### config.mk
export PLATFORM = sky130hd
export DESIGN_NAME = led_pwm_bank
export DESIGN_NICKNAME = d
export VERILOG_FILES = /design/src/rtl/led_pwm_bank.sv
export SDC_FILE = /design/constraint.sdc
export NUM_CORES = 1
export LEC_CHECK = 0
export ABC_AREA = 1
export BUFFER_PORTS_ARGS = -buffer_cell sky130_fd_sc_hd__clkbuf_2
export CAP_MARGIN = 20
export CELL_PAD_IN_SITES_DETAIL_PLACEMENT = 1
export CELL_PAD_IN_SITES_GLOBAL_PLACEMENT = 2
export CORE_MARGIN = 2
export CORE_UTILIZATION = 41
export CTS_CLUSTER_SIZE = 20
export DETAILED_ROUTE_END_ITERATION = 6
export PLACE_DENSITY = 0.92
export SLEW_MARGIN = 0
export SYNTH_ARGS = -nofsm -noshare
export SYNTH_HDL_FRONTEND = slang
export SYNTH_SLANG_ARGS = --single-unit
export TNS_END_PERCENT = 100
### constraint.sdc
create_clock -name CLOCK_50 -period 16.8 [get_ports CLOCK_50]
set_input_delay 0.84 -clock CLOCK_50 [delete_from_list [all_inputs] [get_ports CLOCK_50]]
set_output_delay 0.84 -clock CLOCK_50 [all_outputs]
set_load 0.02 [all_outputs]
### src/rtl/led_pwm_bank.sv
// Bank of CH_CNT PWM LED channels with double-buffered duty registers.
// Shadow duties are written at any time; active duties swap in only at period boundaries.
module led_pwm_bank #(
  parameter int CLK_FREQ  = 50000000,
  parameter int PWM_FREQ  = 1000,
  parameter int PWM_S_CNT = 200,
  parameter int CH_CNT    = 18
) (
  input  logic              CLOCK_50,
  input  logic              RESET,
  input  logic              wr_valid,
  input  logic [4:0]        wr_addr,
  input  logic [7:0]        wr_data,
  output logic              wr_ready,
  output logic              wr_err,
  output logic              period_start,
  output logic [CH_CNT-1:0] LEDR
);

  localparam int               DIV      = CLK_FREQ / (PWM_FREQ * PWM_S_CNT);
  localparam int               PRE_W    = (DIV > 1) ? $clog2(DIV) : 1;
  localparam logic [PRE_W-1:0] PRE_LAST = PRE_W'(DIV - 1);
  localparam logic [7:0]       S_LAST   = 8'(PWM_S_CNT - 1);
  localparam logic [7:0]       S_MAX    = 8'(PWM_S_CNT);

  logic [PRE_W-1:0] pre_cnt;
  logic [7:0]       sample;
  logic             ready_q;
  logic [7:0]       shadow [CH_CNT];
  logic [7:0]       active [CH_CNT];

  logic       tick;
  logic       wrap;
  logic       accept;
  logic       addr_ok;
  logic [7:0] duty_in;

  assign tick    = (pre_cnt == PRE_LAST);
  assign wrap    = tick && (sample == S_LAST);
  // The copy cycle refuses writes so a shadow update never races the shadow->active load.
  assign wr_ready = ready_q && !wrap;
  assign accept   = wr_valid && wr_ready;
  assign addr_ok  = (int'(wr_addr) < CH_CNT);
  assign duty_in  = (wr_data > S_MAX) ? S_MAX : wr_data;

  always_ff @(posedge CLOCK_50 or posedge RESET) begin
    if (RESET) begin
      pre_cnt      <= '0;
      sample       <= '0;
      ready_q      <= 1'b0;
      wr_err       <= 1'b0;
      period_start <= 1'b0;
      LEDR         <= '0;
      // NOTE: the duty arrays are reset explicitly because a mid-period reset
      // must discard pending shadow writes, not just the counters.
      for (int i = 0; i < CH_CNT; i++) begin
        shadow[i] <= '0;
        active[i] <= '0;
      end
    end else begin
      ready_q      <= 1'b1;
      pre_cnt      <= tick ? '0 : pre_cnt + PRE_W'(1);
      period_start <= wrap;
      wr_err       <= accept && !addr_ok;
      if (tick) begin
        sample <= wrap ? '0 : sample + 8'd1;
      end
      for (int i = 0; i < CH_CNT; i++) begin
        LEDR[i] <= (sample < active[i]);
        if (wrap) begin
          active[i] <= shadow[i];
        end
        if (accept && addr_ok && (wr_addr == 5'(i))) begin
          shadow[i] <= duty_in;
        end
      end
    end
  end

endmodule

==> run_results.csv, run 1 <==
group,metric,value,unit
run_status,outcome,"complete, no violations",
clock_network,clock_tree.buffer_depth,3,
drt,first_iter_violations,616,
setup_path,required,15960,ps
job,drv_cap,0,
drt,drc,0,
global_routing,globalRouteTotalUtil,0.2157,
timing,drv_slew,0,
synthesis,netlist_area,16760,µm²
floorplan,start_util,0.4134,
timing,fin_skew,22.16,ps
timing,relSlewSlack,0.3002,
pwr,max-vdd-ir-drop,0.05822,mV
place,dp_hpwl,26250,µm
floorplan,die_h,206.2,µm
final_layout,fill_cells,4774,
floorplan,core-area,40550,µm²
timing,rsz0062_at_grt,"no",
drt,drtPass1Iterations,5,
global_routing,grt_max_degree,132,
global_routing,gr-usage-met1,0.2692,
pwr,clockPowerShare,0.437,
clock_network,hold_buffers,0,
synthesis,synth-seq-area-share,0.4851,
setup_path,arrival,4150,ps
drt,routed_wirelength,44010,µm
global_routing,grt_pass1_vias,13640,
clock_network,cts-root-buf,"clkbuf_16",
pwr,swShare,0.2508,
pwr,total_leakage_power,0.008886,µW
setup_path,endpoint_kind,"primary output",
floorplan,pin_count,37,
synthesis,syn_nets,2026,
final_layout,drive_gt1_frac,0.1049,
global_routing,overflow,0,
setup_path,cp_max_fo,131,
clock_network,cts_resized,0,
timing,setup_viol,0,
synthesis,synth_cell_type_count,35,
synthesis,async_flop_share,1.000,
drt,postRouteAntennaNets,0,
clock_network,clock_latency,540,ps
setup_path,crit_type,"register to primary output",
clock_network,cts.clk_slew.worst_paths,60,ps
floorplan,rows,74,
final_layout,final_nets,2044,
global_routing,antenna_found_initial,0,
pwr,combPwrFrac,0.084,
pwr,p_int,1324,µW
pwr,powerDensity,96.20,nW/µm²
global_routing,gr-usage-met2,0.3867,
synthesis,yosys_warnings,0,
synthesis,synth_seq_cells,325,
global_routing,grt.busiest_layer,"met2",
global_routing,grt_use_met3,0.02633,
floorplan,die_width,206.2,µm
timing,final.setup.tns,0,ps
place,io_buffers,36,
synthesis,synth.avg_cell_area,8.913,µm²
clock_network,clock-sinks,325,
clock_network,cts_buffers,37,
final_layout,area_growth,9.560,%
place,finalWeightedCongestion,0.7884,
timing,min_period,4990,ps
drt,vias,12770,
floorplan,die-area,42520,µm²
timing,fmax,200.4,MHz
timing,worst_slew_pin_slew,1050,ps
final_layout,diodes,0,
synthesis,synth_ff_type,"dfrtp_1",
synthesis,syn_inst,1881,
timing,fin_crit_sh,0.2970,
pwr,p_total,1767,µW
clock_network,cts_tree,"done",
clock_network,cts-htree-levels,2,
drt,via_per_inst,5.198,
setup_path,cp-start-kind,"register",
worst_hold_path,hold_path.class,"input port to asynchronous set/reset pin",
drt,routedWlPerCell,17.91,µm
global_routing,grt_pass1_wl,71880,µm
pwr,p_seq_frac,0.479,
synthesis,synth_edf_count,0,
pwr,p_sw,443.1,µW
timing,hold_viol,0,
clock_network,post-cts-setup-buffers,0,
-- registers in the layout, summed over array words and instances, names as in the netlist --
register / count
LEDR: 18
active: 144
period_start: 1
pre_cnt: 8
ready_q: 1
sample: 8
shadow: 144
wr_err: 1
-- cell usage in the layout, fill, tap and decap left out, drive strengths merged --
cell	synthesis	layout
nand2b	1	1
nand2	394	394
clkbuf	11	90
o21ai	200	200
a31oi	1	1
o21bai	129	129
inv	313	315
nand3	141	141
a21boi	2	2
and3	1	1
nand4	5	5
ha	129	129
o211ai	2	2
buf	63	17
nor2	55	55
a21oi	97	97
nor3	7	7
bufinv	0	1
conb	1	1
clkinvlp	0	1
clkinv	0	7
dfrtp	325	325
a211oi	1	1
xor2	3	3
-- through the flow --
| stage | setup WS [ps] | hold WS [ps] | util | cell area (µm²) | cells |
|---|---|---|---|---|---|
| floorplan | 6962 | 453.4 | - | 16760 | 1881 |
| global placement | 12460 | 463.6 | 0.4244 | 17210 | 2391 |
| detailed placement | 12370 | 469.1 | 0.4244 | 17210 | 2391 |
| CTS | 11770 | 484.1 | 0.4522 | 18340 | 2456 |
| global route | 11540 | 501.8 | 0.4529 | 18370 | 2457 |
| finish | 11810 | 453.5 | 0.4529 | 18370 | 2457 |
-- power groups by stage --
stage	registers (µW)	logic, µW	clock network (µW)
final	847	148	772
after global routing	851	169	820
after CTS	847	150	789
after detailed placement	861	148	0
after global placement	858	141	0
after floorplan	857	111	0
-- Yosys cell counts (2+ instances only) --
cell type,number,area (µm²)
nand3_1,139,695.7
buf_4,18,135.1
inv_2,20,75.07
o21ai_1,93,465.5
dfrtp_1,325,8133
o21bai_1,129,968.4
o21ai_0,55,275.3
nand4_1,3,18.77
buf_6,24,270.3
clkbuf_1,11,41.29
nand4_2,2,25.02
ha_1,129,1614
o21ai_2,52,455.4
nor2_2,13,81.33
o211ai_1,2,15.01
buf_2,20,100.1
xor2_1,3,26.28
nor3_1,6,30.03
nand2_2,3,18.77
inv_1,293,1100
nand2_1,390,1464
nor2_1,41,153.9
a21boi_0,2,15.01
a21oi_1,97,485.5
-- per-layer routing --
| layer | vias up | routed length (µm) | part of all wire |
|---|---|---|---|
| li1 | 6097 | - | - |
| met1 | 6460 | 19490 | 0.44 |
| met2 | 139 | 22040 | 0.50 |
| met3 | 75 | 1174 | 0.027 |
| met4 | 0 | 1308 | 0.030 |
| met5 | - | 0 | 0 |
-- worst max-delay path, cell delays in order, from the launching register on --
cell	delay, ps
dfrtp_1	1030
ha_1	380
nand3_1	100
nor2_1	330
nand2_8	530
inv_1	860
nor2_1	80
clkbuf_2	190
-- layout make-up --
class | count | area [µm²] | area share
tap | 532 | 665.6 | 0.03624
timing repair buffer | 53 | 327.8 | 0.01785
inverter | 313 | 1182 | 0.06437
multi-input combinational | 1169 | 6929 | 0.3772
clock inverter | 11 | 90.09 | 0.004905
sequential | 325 | 8133 | 0.4428
clock buffer | 54 | 1040 | 0.05661
-- cell families after synthesis --
| kind of cell | synth area share |
|---|---|
| fa+ha+maj | 0.09628 |
| compound gates | 0.1607 |
| simple gates | 0.1532 |
| other cells | 0.0002237 |
| flops | 0.4851 |
| xor+xnor | 0.001568 |
| buf+inv | 0.1029 |
-- worst paths after layout --
check                           slack (ps)     endpoint        from  cells past startpoint
worst min register to register         480   active[37]  active[37]                      2
min in group CLOCK_50                  480   active[37]  active[37]                      2
worst min-delay path                   450     LEDR[16]       RESET                      2
worst max-delay path                 11810     wr_ready   sample[1]                      7
max in group asynchronous            14790  active[134]       RESET                      3
worst max register to register       12300  shadow[140]   sample[1]                      8
Note: power is estimated with default switching activity, not from simulation.
==> run 2, diff against run 1 <==
--- a/config.mk
+++ b/config.mk
@@ -11,10 +11,10 @@
 export CELL_PAD_IN_SITES_DETAIL_PLACEMENT = 1
 export CELL_PAD_IN_SITES_GLOBAL_PLACEMENT = 2
 export CORE_MARGIN = 2
-export CORE_UTILIZATION = 41
+export CORE_UTILIZATION = 40
 export CTS_CLUSTER_SIZE = 20
 export DETAILED_ROUTE_END_ITERATION = 6
-export PLACE_DENSITY = 0.92
+export PLACE_DENSITY = 0.9
 export SLEW_MARGIN = 0
 export SYNTH_ARGS = -nofsm -noshare
 export SYNTH_HDL_FRONTEND = slang
==> constraint.sdc (replaced) <==
create_clock -name CLOCK_50 -period 4.9 [get_ports CLOCK_50]
set_input_delay 0.245 -clock CLOCK_50 [delete_from_list [all_inputs] [get_ports CLOCK_50]]
set_output_delay 0.245 -clock CLOCK_50 [all_outputs]
set_load 0.02 [all_outputs]
==> run_results.csv, run 2 (same netlist as run 1, synthesis figures left out) <==
group,metric,value,unit
run_status,outcome,"complete, no violations",
timing,hold_viol,0,
setup_path,endpoint_kind,"primary output",
setup_path,reg2reg_setup_slack,1570,ps
clock_network,hold_buffers,1,
timing,fin_skew,18.91,ps
final_layout,reg.largest.list,"active (144), shadow (144), LEDR (18)",
pwr,swShare,0.2469,
worst_hold_path,min_to,"shadow[12]",
timing,rsz0062_at_grt,"no",
floorplan,pin_count,37,
final_layout,layout_common_cells,"nand2_1, dfrtp_1, inv_1",
worst_hold_path,min-delay-start,"wr_data[4]",
timing,fmax,291.7,MHz
drt,drtPass1Iterations,5,
clock_network,cts_tree,"done",
job,drv_cap,0,
clock_network,cts-htree-levels,2,
global_routing,grt_pass1_wl,72150,µm
timing,worst_slew_pin_slew,1053,ps
drt,via_per_inst,5.136,
pwr,max-vdd-ir-drop,0.2364,mV
global_routing,antenna_found_initial,0,
setup_path,cp-start-kind,"register",
global_routing,grt_max_degree,151,
timing,min_period,3428,ps
timing,hold_slack,22.92,ps
timing,relSlewSlack,0.2965,
floorplan,start_util,0.4024,
clock_network,cts-root-buf,"clkbuf_16",
final_layout,area_growth,10.89,%
worst_hold_path,whs_path_depth,3,
worst_hold_path,hold_path.class,"input port to register",
global_routing,globalRouteTotalUtil,0.2095,
final_layout,final_util,0.4462,
pwr,clockPowerShare,0.457,
timing,drv_slew,0,
timing,fin_crit_sh,0.6995,
drt,first_iter_violations,651,
clock_network,clock_tree.buffer_depth,3,
setup_path,arrival,3180,ps
setup_path,cp_max_fo,105,
floorplan,die_width,208.7,µm
place,io_buffers,36,
floorplan,core-area,41670,µm²
pwr,p_sw,1556,µW
pwr,total_leakage_power,0.008989,µW
setup_path,required,4660,ps
drt,postRouteAntennaNets,0,
timing,setup_viol,0,
final_layout,final_nets,2050,
clock_network,cts.clk_slew.worst_paths,60,ps
place,dp_hpwl,26670,µm
drt,drc,0,
floorplan,rows,75,
floorplan,die_h,208.7,µm
place,dp_slack,1575,ps
final_layout,final_area,18590,µm²
final_layout,drive_gt1_frac,0.1096,
floorplan,die-area,43570,µm²
clock_network,clock-sinks,325,
clock_network,post-cts-setup-buffers,0,
place,place_area,17300,µm²
place,finalWeightedCongestion,0.7526,
timing,setup_slack,1472,ps
clock_network,clock_latency,560,ps
drt,vias,12700,
timing,final.setup.tns,0,ps
clock_network,cts_resized,0,
setup_path,r2r_end,"shadow[11]",
pwr,p_int,4745,µW
final_layout,fill_cells,4924,
setup_path,crit_type,"register to primary output",
global_routing,overflow,0,
final_layout,diodes,0,
pwr,powerDensity,338.9,nW/µm²
global_routing,grt_pass1_vias,13600,
drt,routed_wirelength,44270,µm
pwr,combPwrFrac,0.081,
pwr,p_seq_frac,0.461,
setup_path,r2r_start,"sample[0]",
final_layout,layout_commonest_cell,"nand2_1",
clock_network,cts_buffers,39,
drt,routedWlPerCell,17.90,µm
setup_path,r2r_cells,8,
run 2: cell count changes in the layout (fill, tap and decap cells not counted), sizes merged:
cell / delta
buf: +3
bufinv: -1
clkbuf: +11
clkinv: -3
dlygate4sd3: +1
inv: -2
run 2: layout make-up:
type	count	area, µm²	area share
well taps	539	674.4	0.03628
multi-input cells	1169	6929	0.3727
flip-flops and latches	325	8133	0.4375
clock inverters	5	40.04	0.002154
inverters	313	1179	0.06340
clock buffers	65	1245	0.06697
repair buffers	57	390.4	0.02100
run 2: worst max path at each step:
stage	from	to	slack (ps)	cells after the start
after floorplan	RESET	LEDR[0]	320	1
after global placement	sample[0]	shadow[11]	1590	8
after detailed placement	sample[0]	shadow[11]	1570	8
after CTS	sample[0]	wr_ready	1400	8
after global routing	sample[0]	shadow[11]	1200	8
final	sample[0]	wr_ready	1470	8
run 2: power by group through the flow:
stage / Combinational (µW) / Sequential [µW] / Clock (µW)
5_1_grt: 584 / 2920 / 3060
4_1_cts: 522 / 2910 / 2960
2_1_floorplan: 379 / 2940 / 0
6_report: 512 / 2910 / 2880
3_5_place_dp: 515 / 2950 / 0
3_3_place_gp: 494 / 2940 / 0
run 2: critical path, cell delays in order (launching register included):
cell and delay (ps):
dfrtp_1 370, ha_1 230, nand3_1 90, nor2_1 360, nand2_8 460, inv_1 600
buf_4 280, nor2_1 70, clkbuf_2 150
run 2: stage by stage:
step	total power, µW	cells
3_3_place_gp	3438	2402
4_1_cts	6390	2473
2_1_floorplan	3320	1881
6_report	6301	2473
3_5_place_dp	3467	2402
5_1_grt	6562	2473
run 2: per-layer routing:
| layer | global-route usage | wire, µm | up-vias |
|---|---|---|---|
| li1 | - | - | 6104 |
| met1 | 0.2710 | 20180 | 6372 |
| met5 | 0 | 0 | - |
| met4 | 0.06355 | 1039 | 0 |
| met3 | 0.02976 | 1284 | 70 |
| met2 | 0.3641 | 21760 | 155 |
